--- src/rtl/knight_scanner.sv ---
// rtl/knight_scanner.sv - WIDTH-LED knight scanner with prescaled bounce/rotate/hold stepping
// Optional comet tail enabled by defining KNIGHT_SCANNER_TRAIL_EN (adds parameter TRAIL).
module knight_scanner #(
    parameter int WIDTH = 8,
    parameter int DIV_W = 16,
`ifdef KNIGHT_SCANNER_TRAIL_EN
    parameter int TRAIL = 2,
`endif
    localparam int PW = $clog2(WIDTH)
) (
    input  logic             ck,
    input  logic             res,
    input  logic             en,
    input  logic [DIV_W-1:0] div,
    input  logic [1:0]       mode,
    output logic [WIDTH-1:0] out,
    output logic             up,
    output logic [PW-1:0]    pos,
    output logic             step
);

    typedef enum logic [1:0] {
        M_BOUNCE = 2'b00,
        M_UP     = 2'b01,
        M_DOWN   = 2'b10,
        M_HOLD   = 2'b11
    } mode_e;

    localparam logic [PW-1:0] POS_TOP = PW'(WIDTH - 1);
    localparam logic [PW-1:0] POS_ONE = PW'(1);

    logic [DIV_W-1:0] count, count_nxt;
    logic [PW-1:0]    pos_nxt;
    logic             up_nxt;
    logic             adv, fire;
    logic [WIDTH-1:0] out_nxt;

    function automatic logic [WIDTH-1:0] dec(input logic [PW-1:0] p);
        dec = {{(WIDTH-1){1'b0}}, 1'b1} << p;
    endfunction

    always_comb begin
        adv       = en && (mode_e'(mode) != M_HOLD);
        // Compare against the live div so a shrinking divisor fires immediately.
        fire      = adv && (count >= div);
        count_nxt = count;
        pos_nxt   = pos;
        up_nxt    = up;
        if (adv) begin
            count_nxt = fire ? '0 : count + {{(DIV_W-1){1'b0}}, 1'b1};
        end
        if (fire) begin
            case (mode_e'(mode))
                M_BOUNCE: begin
                    if (up) begin
                        if (pos == POS_TOP) begin
                            pos_nxt = POS_TOP - POS_ONE;
                            up_nxt  = 1'b0;
                        end else begin
                            pos_nxt = pos + POS_ONE;
                        end
                    end else begin
                        if (pos == '0) begin
                            pos_nxt = POS_ONE;
                            up_nxt  = 1'b1;
                        end else begin
                            pos_nxt = pos - POS_ONE;
                        end
                    end
                end
                M_UP: begin
                    pos_nxt = (pos == POS_TOP) ? '0 : pos + POS_ONE;
                    up_nxt  = 1'b1;
                end
                M_DOWN: begin
                    pos_nxt = (pos == '0) ? POS_TOP : pos - POS_ONE;
                    up_nxt  = 1'b0;
                end
                default: begin
                    pos_nxt = pos;
                end
            endcase
        end
    end

`ifdef KNIGHT_SCANNER_TRAIL_EN
    localparam int TD = (TRAIL > 0) ? TRAIL : 1;

    logic [PW-1:0] hist_pos     [TD];
    logic [PW-1:0] hist_pos_nxt [TD];
    logic [TD-1:0] hist_vld, hist_vld_nxt;

    // History shifts only on steps; entry 0 is the most recent previous head.
    always_comb begin
        hist_pos_nxt = hist_pos;
        hist_vld_nxt = hist_vld;
        if (fire && (TRAIL > 0)) begin
            hist_pos_nxt[0] = pos;
            hist_vld_nxt[0] = 1'b1;
            for (int i = 1; i < TD; i++) begin
                hist_pos_nxt[i] = hist_pos[i-1];
                hist_vld_nxt[i] = hist_vld[i-1];
            end
        end
        out_nxt = dec(pos_nxt);
        for (int i = 0; i < TD; i++) begin
            if (hist_vld_nxt[i]) begin
                out_nxt = out_nxt | dec(hist_pos_nxt[i]);
            end
        end
    end

    always_ff @(posedge ck or posedge res) begin
        if (res) begin
            hist_pos <= '{default: '0};
            hist_vld <= '0;
        end else begin
            hist_pos <= hist_pos_nxt;
            hist_vld <= hist_vld_nxt;
        end
    end
`else
    always_comb begin
        out_nxt = dec(pos_nxt);
    end
`endif

    always_ff @(posedge ck or posedge res) begin
        if (res) begin
            count <= '0;
            pos   <= '0;
            up    <= 1'b1;
            step  <= 1'b0;
            out   <= {{(WIDTH-1){1'b0}}, 1'b1};
        end else begin
            count <= count_nxt;
            pos   <= pos_nxt;
            up    <= up_nxt;
            step  <= fire;
            out   <= out_nxt;
        end
    end

endmodule
--- config.mk ---
export PLATFORM = sky130hd
export DESIGN_NAME = knight_scanner
export DESIGN_NICKNAME = d
export VERILOG_FILES = /design/src/rtl/knight_scanner.sv
export SDC_FILE = /design/constraint.sdc
export NUM_CORES = 1
export LEC_CHECK = 0
export BUFFER_PORTS_ARGS = -buffer_cell sky130_fd_sc_hd__buf_2
export CAP_MARGIN = 15
export CORE_MARGIN = 2
export CORE_UTILIZATION = 45
export CTS_CLUSTER_DIAMETER = 60
export CTS_CLUSTER_SIZE = 24
export DETAILED_ROUTE_END_ITERATION = 10
export GPL_ROUTABILITY_DRIVEN = 1
export GPL_TIMING_DRIVEN = 0
export PLACE_DENSITY = 0.66
export SLEW_MARGIN = 20
export SYNTH_ARGS = -nofsm -noshare
export SYNTH_HDL_FRONTEND = slang
export SYNTH_SLANG_ARGS = --single-unit
--- constraint.sdc ---
create_clock -name ck -period 4.2 [get_ports ck]
set_clock_uncertainty 0.15 [all_clocks]
set_input_delay 0.42 -clock ck [delete_from_list [all_inputs] [get_ports ck]]
set_output_delay 0.42 -clock ck [all_outputs]
set_load 0.01 [all_outputs]
Yosys cells after proc, flatten, opt, wreduce, memory -nomap -nowiden
Cells that the tools add are included.

$add $sub $neg: 3. $mul: 0. Div/mod/pow operators: 0. Order comparisons: 1. Equal/unequal tests: 4. Shift-type cells: 1. Multiplexer cells: 12. Bitwise operators: 0. Reduce and logical (&&, ||, !) cells: 6.

Operators with widths (count): 2-to-1 mux 3 bit (6); adder 16 x 1 -> 16 bit, second input constant (1); greater-or-equal comparator 16 bit (1); 2-to-1 mux 16 bit (1); case mux 3 bit (3 select lines) (1); << shifter 1 x 3 -> 8 bit, first input constant (1); adder 3 x 1 -> 3 bit, second input constant (1); == test 3 bit, second input constant (1); zero test 3 bit (1); 2-to-1 mux 1 bit (3); case mux 1 bit (3 select lines) (1); nonzero test 3 bit (1); subtractor 3 x 1 -> 3 bit, second input constant (1); == test 2 x 1 -> 1 bit, second input constant (1); == test 2 bit, second input constant (1); logical AND 1 bit (2); zero test 2 bit (1); inequality test 2 bit, second input constant (1); AND reduction 2 bit (1).

Flip-flop bits (word level): 29. Bits in latches: 0. Bits in writable memories: 0. Bits in read-only memories: 0. Output and inout bits: 13. Logic and storage cells: 32. Memories kept: 0.

Logic depth before layout (Yosys ltp)
Depth in word-level cells: 6. Mapped depth: 9.

Worst setup path after synthesis
OpenSTA, ideal clock, no wires.

Path type: input -> register. Start: input port div[15]. End: register out[1]. Data arrival time: 2390 ps. Required time: 3925 ps. Setup slack: 1535 ps. Cell stages on the path: 8. Buffers on the path: 1. Cell sequence: inv_1 > ha_1 > nand4_1 > or3_1 > or4_1 > buf_2 > a31oi_4 > mux2_2.

Cells in the longest elaborated chain, start to end: 4.

Ends and longest elaborated chain: start, declared (RTL line 14) `input logic [DIV_W-1:0] div,`; greater-or-equal comparator 16 bit (RTL line 45) `fire = adv && (count >= div);`; logical AND 1 bit (RTL line 45); 2-to-1 mux 3 bit (RTL line 52) `if (fire) begin`; << shifter 1 x 3 -> 8 bit (RTL line 39) `dec = {{(WIDTH-1){1'b0}}, 1'b1} << p;`; net out_nxt[1] (RTL line 36) `logic [WIDTH-1:0] out_nxt;`; end signal, assigned (RTL line 134) `out <= {{(WIDTH-1){1'b0}}, 1'b1};`; end signal, assigned (RTL line 140) `out <= out_nxt;`; end, declared (RTL line 16) `output logic [WIDTH-1:0] out,`.

The timed path passes the listed nets, and every way through them passes these cells. A chain may end at the register's enable or synchronous reset.

Worst setup path after layout
Start: register count[13]. End: register out[5].

Cells in the longest elaborated chain, start to end: 4.

Ends and longest elaborated chain: start, declared (RTL line 32) `logic [DIV_W-1:0] count, count_nxt;`; start signal, assigned (RTL line 136) `count <= count_nxt;`; greater-or-equal comparator 16 bit (RTL line 45); logical AND 1 bit (RTL line 45); 2-to-1 mux 3 bit (RTL line 52); << shifter 1 x 3 -> 8 bit (RTL line 39); net out_nxt[5] (RTL line 36).

The timed path passes the listed nets, and every way through them passes these cells.

==> metrics.md <==
| Metric | Value |
|---|---|
| Final nets | 314 |
| Post-synth EDFFs | 0 |
| Final min period | 2860 ps |
| Hold Buf Count CTS | 0 |
| Synth Area in Adders | 15.7% |
| Longest Clk Path Bufs | 2 |
| Top-count cell post-synth | inv_1 |
| Die W | ~70 um |
| CTS root buf | clkbuf_8 |
| Outcome | finished clean |
| Cell Area, Synth | 0.00207 mm2 |
| Top cell type's share of synthesized area | 32.6% |
| Cell accounting for the most synthesized area | dfrtp_1 |
| # Max-Cap Violations | 0 |
| Worst path max stage delay | 450 ps |
| Postcts setup bufs | 0 |
| Total power | 1.17 mW |
| Mux contribution to synthesized area | 5.56% |
| Crit path launch type | register |
| Skew-Pair Late Insertion Delay | 280 ps |
| DRT iter0 DRCs | 39 |
| Die ar. | 0.00516 mm2 |
| Clock transition at path regs | 60 ps |
| Yosys warnings | 0 |
| Maximum VDD drop | 0.305 mV |
| CP required | 4250 ps |
| Final ANT Viol Nets | 0 |
| Setup violations, final | 0 |
| GRT Overall Usage | 17.0% |
| Crit end category | register |
| WL final | 3920 um |
| Critical path class | reg -> reg |
| Primary FF master, synth | dfrtp_1 |
| Xor/xnor share of the synthesized area | under 10% |
| PostCTS Resize Cnt | 0 |
| Initial antenna violation count | 0 |
| 1st-pass router iterations | 4 |
| Setup ws final | around 1300 ps |
| Leak | 1.20 nW |
| WP data arrival | 2910 ps |
| Async SR Flop Fraction | 100% |
| Complex-gate fraction of the synthesized area | 11.0% |
| Post-Synth Simple-Gate Area | around a fifth |
| Post-route cell area | about 0.0024 mm2 |
| Buffers on Ports | 33 |
| Min Hold Slack | 51.8 ps |
| Drt drc | 0 |
| Total core area | 0.00438 mm2 |
| Buf/Inv on CP | 2 |
| Top Family by Delay on Critical Path | simple AND/OR/NAND/NOR gates |
| Synthesized flop and latch total | 29 |
| Placer congestion estimate | 0.825 |
| Synth-to-Final Area Change | 15.1% |
| Setup TNS | 0 ps |
| Via count | about 1.6k |
| Slew HR | 50.4% |
| Mean area per synthesized cell | 9.13 um2 |
| CTS buffer count | 5 |
| Final global-route overflow total | 0 |
| Largest family of logic cells by synthesized area | simple AND/OR/NAND/NOR gates |
| Average wire per standard cell | 12.3 um |
| CTS Sinks | 29 |
| DP HPWL | 3000 um |
| Seq/Total Area, Yosys | 35.1% |
| Hold Path Class | in -> async |
| Initial Utilization | 47.3% |
| Slowest-stage cell, CP | or3_1 |
| Via-to-Cell Ratio | around 5 |
| Largest net degree at the start of global routing | 30 |
| Syn nets | 274 |
| Ant diodes | 0 |
| Fmax | 0.350 GHz |
| Fin util | 54.4% |
| Placed inst area | 0.00230 mm2 |
| Slew @ Worst Pin | 745 ps |
| Share of cells above drive strength 1 | 20.1% |
| Synth unique cells | 43 |
| Die Height | 71.9 um |
| CP cell instances | ha_1 -> nand4_1 -> or3_1 -> or4_1 -> buf_2 -> a31oi_4 -> buf_6 -> mux2i_1 |
| Pre-CTS WS | 1200 ps |
| H-tree lvl count | 2 |
| Inst Count DP | around 310 |
| RSZ-0062 raised after global routing | no |
| Final Hold Vio Count | 0 |
| Global-route wire length before repair | 6960 um |
| CP Max Fanout | 10 |
| Number of global-route vias before repair | 1,583 |
| Fillers | 421 |
| Site Rows | 24 |
| Non-Filler Instances | 320 |
| Top cells by area, synth | dfrtp_1 (33%), ha_1 (16%), inv_1 (5.1%) |
| Pwr/cell area | 490 mW/mm2 |
| CTS tree | yes |
| Period utilization | 68.0% |
| Post-Syn Instances | 227 |
| IO Count | 34 |
| Max-slew violations | 0 |
| Top post-synthesis cells by count | inv_1 (28), dfrtp_1 (27), ha_1 (26) |
## power by group
part / switching, mW / internal (mW)
clock: 0.105 / 0.114
combinational: 0.281 / 0.219
sequential: 0.0845 / 0.364
total: 0.471 / 0.698
## registers in the layout (all words and copies together), names as in the netlist
name	count
step	1
pos	3
out	8
up	1
count	16
## cells by family (layout without fill, tap and decap cells)
family | after synthesis | count (layout)
xor+xnor | 12 | 12
mux | 11 | 11
compound gates | 28 | 28
flops | 29 | 29
fa+ha+maj | 26 | 26
buf+inv | 34 | 75
simple gates | 87 | 87
## final timing paths
check                           from     end  slack [ps]  depth (start not counted)
setup / recovery           count[13]  out[5]        1340                          8
hold / removal                   res  out[7]          50                          2
setup reg to reg           count[13]  out[5]        1340                          8
hold reg to reg                   up      up         380                          2
max in group asynchronous        res  out[1]        3450                          2
min in group ck                   up      up         380                          2
## final cells by class
| type | count | area [um2] | share of cell area (%) |
|---|---|---|---|
| multi-input combinational | 164 | 1200 | 50.5 |
| sequential | 29 | 728 | 30.5 |
| timing repair buffer | 33 | 165 | 6.93 |
| inverter | 28 | 105 | 4.41 |
| clock buffer | 6 | 72.6 | 3.04 |
| tap | 52 | 65.1 | 2.73 |
| buffer | 6 | 35.0 | 1.47 |
| clock inverter | 2 | 10.0 | 0.420 |
## layer usage
layer	up-vias	share of wire, %	GRT usage, %	wire [um]
met3	4	4.3	4.36	170
met2	24	44	26.2	1710
met1	743	51	23.5	1990
met5	-	0	0	0
met4	0	1.2	5.03	48
li1	870	-	-	-
## cell usage in the layout (no fill, tap or decap), drive strengths merged, types with 2 or more instances in the layout
cell     count
a2111oi      2
a21o         2
a21oi        6
a31oi        2
buf         36
clkbuf       9
clkinv       2
dfrtp       27
dfstp        2
ha          26
inv         28
mux2         4
mux2i        7
nand2       15
nand2b       3
nand3       12
nand3b       5
nand4        9
nor2        24
nor2b        3
nor3         9
o21a         2
o21ai        5
or4          2
xnor2        8
xor2         4
No activity file was read; power rests on OpenSTA's default activity.
